### src/rtl/mem_arbiter_if.sv
// Bus bundle between the memory clients, mem_arbiter and the single-ported RAM.
// Handshake: req_ren/req_wen are levels held until req_ready[i] pulses for one cycle;
// a RAM access finishes in the first strobed cycle that samples ram_busy low.
interface mem_arbiter_if #(
    parameter int NUM_CH = 2,
    parameter int ADDR_W = 32,
    parameter int DATA_W = 32
);
    logic [NUM_CH-1:0]        req_ren;
    logic [NUM_CH-1:0]        req_wen;
    logic [NUM_CH*ADDR_W-1:0] req_addr;
    logic [NUM_CH*DATA_W-1:0] req_wdata;
    logic [NUM_CH-1:0]        req_ready;
    logic [DATA_W-1:0]        req_rdata;
    logic [ADDR_W-1:0]        ram_addr;
    logic [DATA_W-1:0]        ram_store;
    logic                     ram_ren;
    logic                     ram_wen;
    logic [DATA_W-1:0]        ram_load;
    logic                     ram_busy;

    modport slave (
        input  req_ren, req_wen, req_addr, req_wdata, ram_load, ram_busy,
        output req_ready, req_rdata, ram_addr, ram_store, ram_ren, ram_wen
    );

    modport master (
        output req_ren, req_wen, req_addr, req_wdata, ram_load, ram_busy,
        input  req_ready, req_rdata, ram_addr, ram_store, ram_ren, ram_wen
    );
endinterface

### src/rtl/mem_arbiter.sv
// Arbitrates NUM_CH memory clients onto one RAM port: one latched transaction at a time,
// fixed priority or round-robin, one-cycle ready pulse on completion.
module mem_arbiter #(
    parameter int NUM_CH  = 2,
    parameter int ADDR_W  = 32,
    parameter int DATA_W  = 32,
    parameter int RR_MODE = 0,
    localparam int IDX_W  = (NUM_CH > 1) ? $clog2(NUM_CH) : 1
) (
    input  logic             CLK,
    input  logic             nRST,
    mem_arbiter_if.slave     bus,
    output logic [1:0]       dbg_state,
    output logic [IDX_W-1:0] dbg_ptr
);
    typedef enum logic [1:0] {IDLE = 2'd0, ACCESS = 2'd1, DONE = 2'd2} state_t;

    state_t            state_q, state_d;
    logic [IDX_W-1:0]  grant_q, ptr_q, arb_idx, arb_c_idx;
    logic              arb_found;
    int                arb_c;
    logic              op_wr_q;
    logic [ADDR_W-1:0] addr_q;
    logic [DATA_W-1:0] wdata_q, rdata_q;
    logic [NUM_CH-1:0] req_any;
    logic [ADDR_W-1:0] ch_addr  [NUM_CH];
    logic [DATA_W-1:0] ch_wdata [NUM_CH];

    assign req_any = bus.req_ren | bus.req_wen;

    always_comb begin
        for (int i = 0; i < NUM_CH; i++) begin
            ch_addr[i]  = bus.req_addr[i*ADDR_W +: ADDR_W];
            ch_wdata[i] = bus.req_wdata[i*DATA_W +: DATA_W];
        end
    end

    // Search starts at ptr_q in round-robin mode, at 0 otherwise; wraps modulo NUM_CH.
    always_comb begin
        arb_found = 1'b0;
        arb_idx   = '0;
        arb_c     = 0;
        arb_c_idx = '0;
        for (int k = 0; k < NUM_CH; k++) begin
            arb_c = (RR_MODE != 0) ? int'(ptr_q) + k : k;
            if (arb_c >= NUM_CH) arb_c = arb_c - NUM_CH;
            arb_c_idx = IDX_W'(arb_c);
            if (!arb_found && req_any[arb_c_idx]) begin
                arb_found = 1'b1;
                arb_idx   = arb_c_idx;
            end
        end
    end

    always_ff @(posedge CLK or negedge nRST) begin
        if (!nRST) state_q <= IDLE;
        else       state_q <= state_d;
    end

    always_comb begin
        state_d = state_q;
        case (state_q)
            IDLE:    if (arb_found) state_d = ACCESS;
            ACCESS:  if (!bus.ram_busy) state_d = DONE;
            DONE:    state_d = IDLE;
            default: state_d = IDLE;
        endcase
    end

    always_comb begin
        bus.ram_ren   = 1'b0;
        bus.ram_wen   = 1'b0;
        bus.req_ready = '0;
        case (state_q)
            ACCESS: begin
                bus.ram_wen = op_wr_q;
                bus.ram_ren = !op_wr_q;
            end
            DONE:    bus.req_ready = NUM_CH'(1) << grant_q;
            default: ;
        endcase
    end

    // Transaction latch; a request with both strobes set is treated as a write.
    always_ff @(posedge CLK or negedge nRST) begin
        if (!nRST) begin
            grant_q <= '0;
            ptr_q   <= '0;
            addr_q  <= '0;
            wdata_q <= '0;
            op_wr_q <= 1'b0;
            rdata_q <= '0;
        end else begin
            if (state_q == IDLE && arb_found) begin
                grant_q <= arb_idx;
                addr_q  <= ch_addr[arb_idx];
                wdata_q <= ch_wdata[arb_idx];
                op_wr_q <= bus.req_wen[arb_idx];
                ptr_q   <= (int'(arb_idx) == NUM_CH - 1) ? '0 : arb_idx + 1'b1;
            end
            if (state_q == ACCESS && !bus.ram_busy && !op_wr_q)
                rdata_q <= bus.ram_load;
        end
    end

    assign bus.ram_addr  = addr_q;
    assign bus.ram_store = wdata_q;
    assign bus.req_rdata = rdata_q;
    assign dbg_state     = state_q;
    assign dbg_ptr       = ptr_q;
endmodule

### src/flat_wrapper.sv
// flat-port wrapper written by rule: the top's interface ports become plain ports
module mem_arbiter_flat 
#(
    parameter int NUM_CH  = 2,
    parameter int ADDR_W  = 32,
    parameter int DATA_W  = 32,
    parameter int RR_MODE = 0,
    localparam int IDX_W  = (NUM_CH > 1) ? $clog2(NUM_CH) : 1
)
  (CLK, nRST, dbg_state, dbg_ptr, bus_req_ren, bus_req_wen, bus_req_addr, bus_req_wdata, bus_ram_load, bus_ram_busy, bus_req_ready, bus_req_rdata, bus_ram_addr, bus_ram_store, bus_ram_ren, bus_ram_wen);
  mem_arbiter_if #(.NUM_CH(NUM_CH), .ADDR_W(ADDR_W), .DATA_W(DATA_W)) bus_i ();
  input  logic CLK;
  input  logic nRST;
  output logic [1:0] dbg_state;
  output logic [IDX_W-1:0] dbg_ptr;
  input wire logic [$bits(bus_i.req_ren)-1:0] bus_req_ren;
  input wire logic [$bits(bus_i.req_wen)-1:0] bus_req_wen;
  input wire logic [$bits(bus_i.req_addr)-1:0] bus_req_addr;
  input wire logic [$bits(bus_i.req_wdata)-1:0] bus_req_wdata;
  input wire logic [$bits(bus_i.ram_load)-1:0] bus_ram_load;
  input wire logic [$bits(bus_i.ram_busy)-1:0] bus_ram_busy;
  output wire logic [$bits(bus_i.req_ready)-1:0] bus_req_ready;
  output wire logic [$bits(bus_i.req_rdata)-1:0] bus_req_rdata;
  output wire logic [$bits(bus_i.ram_addr)-1:0] bus_ram_addr;
  output wire logic [$bits(bus_i.ram_store)-1:0] bus_ram_store;
  output wire logic [$bits(bus_i.ram_ren)-1:0] bus_ram_ren;
  output wire logic [$bits(bus_i.ram_wen)-1:0] bus_ram_wen;
  assign bus_i.req_ren = bus_req_ren;
  assign bus_i.req_wen = bus_req_wen;
  assign bus_i.req_addr = bus_req_addr;
  assign bus_i.req_wdata = bus_req_wdata;
  assign bus_i.ram_load = bus_ram_load;
  assign bus_i.ram_busy = bus_ram_busy;
  assign bus_req_ready = bus_i.req_ready;
  assign bus_req_rdata = bus_i.req_rdata;
  assign bus_ram_addr = bus_i.ram_addr;
  assign bus_ram_store = bus_i.ram_store;
  assign bus_ram_ren = bus_i.ram_ren;
  assign bus_ram_wen = bus_i.ram_wen;
  mem_arbiter #(.NUM_CH(NUM_CH), .ADDR_W(ADDR_W), .DATA_W(DATA_W), .RR_MODE(RR_MODE)) u_core (.CLK(CLK), .nRST(nRST), .bus(bus_i), .dbg_state(dbg_state), .dbg_ptr(dbg_ptr));
endmodule
### config.mk
export PLATFORM = sky130hd
export DESIGN_NAME = mem_arbiter_flat
export DESIGN_NICKNAME = d
export VERILOG_FILES = /design/src/rtl/mem_arbiter_if.sv /design/src/rtl/mem_arbiter.sv /design/src/flat_wrapper.sv
export SDC_FILE = /design/constraint.sdc
export NUM_CORES = 1
export LEC_CHECK = 0
export ABC_AREA = 1
export CAP_MARGIN = 20
export CORE_MARGIN = 4
export CORE_UTILIZATION = 39
export CTS_CLUSTER_DIAMETER = 200
export DETAILED_ROUTE_END_ITERATION = 8
export MAX_ROUTING_LAYER = met4
export PLACE_DENSITY = 0.81
export SLEW_MARGIN = 20
export SYNTH_ARGS = -nofsm -noshare
export SYNTH_HDL_FRONTEND = slang
export SYNTH_SLANG_ARGS = --single-unit
### constraint.sdc
create_clock -name CLK -period 1.6 [get_ports CLK]
set_clock_uncertainty 0.2 [all_clocks]
set_input_delay 0.16 -clock CLK [delete_from_list [all_inputs] [get_ports CLK]]
set_output_delay 0.16 -clock CLK [all_outputs]
set_load 0.03 [all_outputs]
# --- Word level (Yosys, flattened, before mapping) ---
# Cells that the tools add are included.
classes:
  add_sub_neg: 1
  magnitude_cmp: 2
  eq_ne: 4
  n_shift: 1
  muxes: 18
  n_bitwise: 2
  n_reduce_logical: 9
op_table:
  columns: ["cell", "n"]
  rows:
  - ["32-bit two-way mux", 6]
  - ["1-bit two-way mux", 8]
  - ["2-bit two-way mux", 3]
  - ["1-bit logical AND", 4]
  - ["2-bit one-hot mux with 2 select lines", 1]
  - ["1-bit zero test", 3]
  - ["2-bit by 1-bit equality test with 1-bit output (second input constant)", 1]
  - ["2-bit equality test (second input constant)", 1]
  - ["2-bit >= comparator (second input constant)", 1]
  - ["2-bit zero test", 1]
  - ["1-bit by 2-bit less-than comparator with 1-bit output (second input constant)", 1]
  - ["2-bit by 1-bit inequality test with 1-bit output (second input constant)", 1]
  - ["2-bit inequality test (second input constant)", 1]
  - ["1-bit NOT with 2-bit output", 1]
  - ["2-bit OR", 1]
  - ["2-bit AND reduction", 1]
  - ["1-bit by 1-bit left shift with 2-bit output (first input constant)", 1]
  - ["1-bit adder (second input constant)", 1]
totals:
  register_bits: 101
  inputBits: 167
  output_inout_bits: 103
  word_cells: 44

# --- Depth between registers and ports, before layout ---
# Gate-level depths: netlist of run 1.
depth:
  ltp_word: 9
  mapped_depth: 9
  mapped_depth_nobuf: 7

# --- Least setup slack after synthesis of run 1 ---
# Ideal clock, no wire load.
synth_path:
  kind: "register to output"
  from: "register u_core.state_q[1] (netlist: u_core.dbg_state[1])"
  to: "output bus_req_ready[0]"
  arrival_ns: 1.290
  required_ns: 1.240
  path_slack_ns: -0.050
  stages_incl_launch_ff: 3
  path_buffers: 0
  cell_sequence: "dfrtp_1 inv_2 nor3_1"
synth_via:
  elab_chain_len: 2
synth_rtl:
  columns: ["element", "line_no", "source"]
  rows:
  - ["start, declared", "mem_arbiter.sv:18", "state_t state_q, state_d;"]
  - ["start signal, assigned", "mem_arbiter.sv:57", "else state_q <= state_d;"]
  - ["2-bit equality test", "mem_arbiter.sv:74", "case (state_q)"]
  - ["2-bit two-way mux", "mem_arbiter.sv:74", null]
  - ["end, declared", "flat_wrapper.sv:22", "output wire logic [$bits(bus_i.req_ready)-1:0] bus_req_ready;"]
# Every way passes these cells.

# --- Final worst setup path of run 1 ---
layout_path:
  from: "register u_core.state_q[0] (netlist: u_core.dbg_state[0])"
  to: "output dbg_state[0]"
layout_lines:
  columns: ["element", "line_no", "source"]
  rows:
  - ["end, declared", "flat_wrapper.sv:14", "output logic [1:0] dbg_state;"]
# No word-level cell between the ends.

==> results.yml, run 1 <==
run_status:
  status: "finished clean"
clock_tree:
  numCtsBuffers: 9
  clk_latency_ps: 340
  cts_tree: "built"
  h-tree-depth: 3
  root_buffer: "clkbuf_16"
  cts_sinks: 101
  cts_buffer_depth: 2
  clk_pin_slew_ps: 70
place:
  numPortBuffers: 269
  hpwlAfterDp_um: 12000
  place.gp.congestion: 0.830
  place_ws_ps: -151
  numPlacedInstances: 1075
grt:
  grt.total_usage_pct: 23.1
  globalRoute.totalOverflow: 0
  grt_max_degree: 102
  grt_pass1_vias: 5064
  grt_antenna_before_repair: 0
  grt_first_pass_wirelength_um: 25800
critical_path:
  crit_chain: "dlygate4sd2_1"
  cp_num_buf_inv: 1
  path_max_fanout: 5
  path_delay_family: "buffers and inverters"
  max_stage_delay_ps: 440
  critPathLaunchType: "flip-flop"
  critPathKind: "reg2out"
  worstPathArrival_ps: 1210
  endpoint_kind: "output pin"
  cp_slowest_cell: "dlygate4sd2_1"
  required_ps: 1240
logic_synthesis:
  synth_fp_nets: 824
  synth-async-reset-ratio_pct: 100
  synth.area.top_cells: "dfrtp_1, nand2_1, nand3_1, buf_4, buf_2"
  yosys-top-cells-count: "nand2_1, dfrtp_1, nand3_1"
  ys_seq_area_share_pct: 51.7
  synth_top_area_share_pct: 51.7
  ys.flop_type: "dfrtp_1"
  synth.most_common_cell: "nand2_1"
  synthesis.area_um2: 4890
  ys.warnings.count: 0
  synth_cells: 657
  synth_area_leader_cell: "dfrtp_1"
  avgSynthCellArea_um2: 7.45
  ys_seq_elements: 101
  ys_types: 20
  synth-edff-count: 0
floorplan:
  num_io_pins: 270
  die_area_um2: 14400
  start_util_pct: 40.2
  dieHeight_um: 120
  num_rows: 40
  fp.dieW_um: 120
  core_area_um2: 12200
layout:
  register_area_um2: 2530
  nNetsFinal: 1089
  multi_input_area_um2: 2090
  num_antenna_cells: 0
  stdcell_count: 1095
  fillers: 1059
  synthToLayoutAreaGrowth_pct: 64.5
  layout-drive-gt1-share_pct: 6.90
route:
  drc_errors: 0
  drtPass1Iterations: 5
  vias: 5161
  ant_nets: 0
  wl_per_cell_um: 15.0
  via_per_inst: 4.71
  drt-total-wl_um: 16400
  drt_iter0_drc: 346
power_and_ir_drop:
  peakVddDrop_v: 0.00100
  p_per_area_nw_per_um2: 1790
  p_leak_nw: 4.33
  p_total_mw: 14.4
min_path:
  min_path_type: "in2reg"
sta:
  fin_crit_sh_pct: 98.3
  fin_crit_ps: 1570
  layout_setup_ws_ps: 27.7
  fin_setup_tns_ps: 0
  rsz0062_at_grt: "yes"
  slew_headroom_pct: 63.1
  fmaxAchievable_ghz: 0.636
  hold_viol: 0
  slew_viol_final: 0
  tightestPinTransition_ps: 553
  finalSetupViolCount: 0
  whs_ps: 161
run:
  drv_cap: 0
[cell families (layout without fill, tap and decap cells)]
kind of cell,Yosys count,in the layout,share of synthesized area (%)
buffers and inverters,49,319,6.16
DFF,101,101,51.7
and+or+nand+nor,505,505,41.8
AOI/OAI and AO/OA,2,2,0.333
[per-layer routing]
| metal | track usage, % | vias to the layer above | share of wire (%) |
|---|---|---|---|
| met5 | - | - | 0 |
| met4 | 8.95 | 0 | 2.5 |
| met3 | 4.48 | 29 | 6.2 |
| met2 | 39.0 | 186 | 51 |
| met1 | 27.5 | 2364 | 40 |
| li1 | - | 2582 | - |
[cells in the final DEF (no fill, tap or decap), types with 2 or more instances in the layout]
master           Yosys  routed
dfrtp_1            101     100
nand2_2              1       4
nor2_1               3       2
nand2_1            398     395
inv_2                2       2
nand3_1             97      97
buf_6                5       3
dlygate4sd2_1        0      99
nor2_4               2       2
inv_1                2       2
clkbuf_16            0       9
inv_6                0       3
clkdlybuf4s50_1      0     165
buf_12               0       8
buf_4               16      22
[stage by stage]
stage,area [µm²],util [%]
finish,8050,66.2
CTS,8020,65.9
detailed placement,7800,64.2
floorplan,4900,-
global route,8050,66.2
global placement,7800,64.2
[timing repair]
action	in CTS	in global routing
buffers inserted	2	1
gates cloned	0	0
hold buffers	1	0
resized for setup	102	6
endpoints found under the setup margin	101	6
endpoints found under the hold margin	101	0
[sequential cells by signal, summed over array words and instances (netlist names)]
signal and count:
u_core.op_wr_q 1, u_core.bus.req_rdata 32, u_core.grant_q 1, u_core.bus.ram_store 32, u_core.dbg_state 2, u_core.dbg_ptr 1
u_core.bus.ram_addr 32
[power by group]
group	switching [mW]	total (mW)	internal (mW)	leakage (nW)
logic	5.12	7.71	2.59	2.93
registers	0.630	4.40	3.77	1.25
clock network	0.992	2.26	1.27	0.150
[worst paths after layout]
| check | from | to | slack, ps | cells past startpoint |
|---|---|---|---|---|
| setup / recovery | u_core.dbg_state[0] | dbg_state[0] | 30 | 1 |
| hold / removal | bus_ram_load[1] | u_core.bus.req_rdata[1] | 160 | 3 |
| setup reg to reg | u_core.dbg_state[1] | u_core.bus.ram_store[10] | 100 | 7 |
| hold reg to reg | u_core.bus.req_rdata[20] | u_core.bus.req_rdata[20] | 270 | 2 |
| max in group asynchronous | nRST | u_core.bus.ram_store[6] | 540 | 3 |
| min in group asynchronous | nRST | u_core.bus.req_rdata[7] | 220 | 3 |
[cell type report]
cell class | instances | share of cell area (%)
clock buffer | 10 | 2.97
clock inverter | 6 | 0.855
inverter | 5 | 0.264
multi-input combinational | 507 | 26.0
sequential | 101 | 31.4
tap | 168 | 2.61
timing repair buffer | 298 | 35.9
(Power assumes the default switching activity.)
==> inputs of run 2 (changes only) <==
--- a/config.mk
+++ b/config.mk
@@ -8,12 +8,11 @@
 export ABC_AREA = 1
 export CAP_MARGIN = 20
 export CORE_MARGIN = 4
-export CORE_UTILIZATION = 39
+export CORE_UTILIZATION = 30
 export CTS_CLUSTER_DIAMETER = 200
 export DETAILED_ROUTE_END_ITERATION = 8
 export MAX_ROUTING_LAYER = met4
-export PLACE_DENSITY = 0.81
-export SLEW_MARGIN = 20
+export PLACE_DENSITY = 0.67
 export SYNTH_ARGS = -nofsm -noshare
 export SYNTH_HDL_FRONTEND = slang
 export SYNTH_SLANG_ARGS = --single-unit
==> constraint.sdc (replaced) <==
create_clock -name CLK -period 1.4 [get_ports CLK]
set_clock_uncertainty 0.2 [all_clocks]
set_input_delay 0.14 -clock CLK [delete_from_list [all_inputs] [get_ports CLK]]
set_output_delay 0.14 -clock CLK [all_outputs]
set_load 0.03 [all_outputs]
==> results.yml, run 2 (synthesis gave the netlist of run 1 again) <==
critical_path:
  worstPathArrival_ps: 1660
  regToRegStartpoint: "u_core.dbg_state[1]"
  reg2reg_to: "u_core.bus.ram_store[31]"
  endpoint_kind: "flip-flop"
  max_stage_delay_ps: 430
  path_max_fanout: 21
  crit_chain: "inv_4, buf_4, nand2_2, a21oi_4, buf_12, clkbuf_16, nand2_1, nand2_1"
  crit_top_cell: "nand2_1"
  path_delay_family: "buffers and inverters"
  critPathKind: "reg2reg"
  reg2reg_depth: 8
  cp_num_buf_inv: 4
  critPathLaunchType: "flip-flop"
  required_ps: 1480
  cp_slowest_cell: "dfrtp_2"
  r2r_slack_ps: -180
  crit_cells: 8
route:
  wl_per_cell_um: 15.7
  drtPass1Iterations: 4
  drc_errors: 0
  drt_iter0_drc: 258
  ant_nets: 0
  vias: 5224
  via_per_inst: 4.50
  drt-total-wl_um: 18300
sta:
  fmaxAchievable_ghz: 0.634
  fin_crit_ps: 1580
  hold_viol: 0
  whs_ps: 113
  slew_viol_final: 0
  fin_crit_sh_pct: 113
  finalSetupViolCount: 105
  layout_setup_ws_ps: -178
  tightestPinTransition_ps: 323
  rsz0062_at_grt: "yes"
  slew_headroom_pct: 78.5
place:
  hpwlAfterDp_um: 12400
  numPortBuffers: 269
  place.gp.congestion: 0.796
  place_ws_ps: -355
clock_tree:
  cts_buffer_depth: 2
  h-tree-depth: 3
  clk_latency_ps: 340
  cts_sinks: 101
  numCtsBuffers: 9
  cts_tree: "built"
  root_buffer: "clkbuf_16"
  clk_pin_slew_ps: 70
layout:
  layout_common_cells: "nand2_1, clkdlybuf4s50_1, dfrtp_1"
  fillers: 1459
  synthToLayoutAreaGrowth_pct: 84.9
  nNetsFinal: 1106
  multi_input_area_um2: 2160
  layout-drive-gt1-share_pct: 21.0
  layout_commonest_cell: "nand2_1"
  register_area_um2: 2530
grt:
  globalRoute.totalOverflow: 0
  grt_pass1_vias: 5001
  grt_max_degree: 58
  grt_first_pass_wirelength_um: 26800
  grt.total_usage_pct: 19.0
  grt_antenna_before_repair: 1
floorplan:
  die_area_um2: 18400
  num_rows: 46
  num_io_pins: 270
  core_area_um2: 15900
  start_util_pct: 30.7
  dieHeight_um: 136
  fp.dieW_um: 136
min_path:
  min_path_type: "in2async"
run_status:
  failed_checks: "negative setup slack"
  status: "finished, violations left"
power_and_ir_drop:
  p_leak_nw: 4.54
  p_per_area_nw_per_um2: 2210
  peakVddDrop_v: 0.00114
  p_total_mw: 20.0
run:
  drv_cap: 0
==> run 2: cell types whose count changed in the layout (fill, tap and decap cells not counted), sizes merged <==
cell           delta
dlygate4sd2      -99
buf              +76
clkdlybuf4s15    +35
clkbuf            +4
bufinv            +1
clkinv            +1
diode             +1
inv               -1
==> run 2: timing repair <==
item	in CTS	in global routing
setup endpoints to repair	105	109
resized for setup	144	18
setup buffers	6	1
gates cloned	4	5
hold buffers	1	0
endpoints found under the hold margin	101	0
pin swaps	13	15
==> run 2: area by class of cell <==
cell class	instances	area share (%)
Clock inverter	7	1.16
Multi-Input combinational cell	507	23.9
Antenna cell	1	0.0277
Sequential cell	101	28.0
Clock buffer	9	2.49
Inverter	5	0.249
Tap cell	216	2.99
Timing Repair Buffer	315	41.2
==> run 2: metrics by stage <==
| step | instance area, µm² | setup TNS (ps) | util, % | instances |
|---|---|---|---|---|
| after floorplan | 4940 | -3690 | - | 657 |
| after global placement | 8290 | -21940 | 52.0 | 1128 |
| after detailed placement | 8290 | -23340 | 52.0 | 1128 |
| after CTS | 8880 | -12900 | 55.7 | 1155 |
| after global routing | 9040 | -20150 | 56.7 | 1161 |
| final | 9040 | -12860 | 56.7 | 1161 |
==> run 2: worst max path at each step <==
stage,startpoint,to
floorplan,u_core.dbg_state[1],u_core.bus.req_rdata[10]
global placement,bus_req_wen[0],u_core.bus.ram_addr[13]
detailed placement,bus_req_ren[0],u_core.bus.ram_addr[4]
CTS,u_core.dbg_state[0],bus_req_ready[0]
global route,u_core.dbg_state[1],u_core.bus.ram_addr[12]
finish,u_core.dbg_state[1],u_core.bus.ram_store[31]
==> run 2: per-layer routing <==
metal,up-vias,GRT usage [%],wire length (µm)
met1,2407,23.3,7700
met3,27,4.09,1120
met2,171,31.3,9070
met5,-,-,0
li1,2619,-,-
met4,0,6.27,371
==> run 2: worst register-to-register path: cells and delay by family (launching register included) <==
kind            cells  cell delay [ps]
simple gates        3              190
compound gates      1              130
buf+inv             4              570
flops               1              430
==> run 2: where the power goes <==
part | leakage [nW] | switching [mW] | internal [mW]
Sequential | 1.25 | 1.10 | 4.31
Clock | 0.159 | 1.22 | 1.60
Combinational | 3.12 | 6.28 | 5.44
Total | 4.54 | 8.60 | 11.4
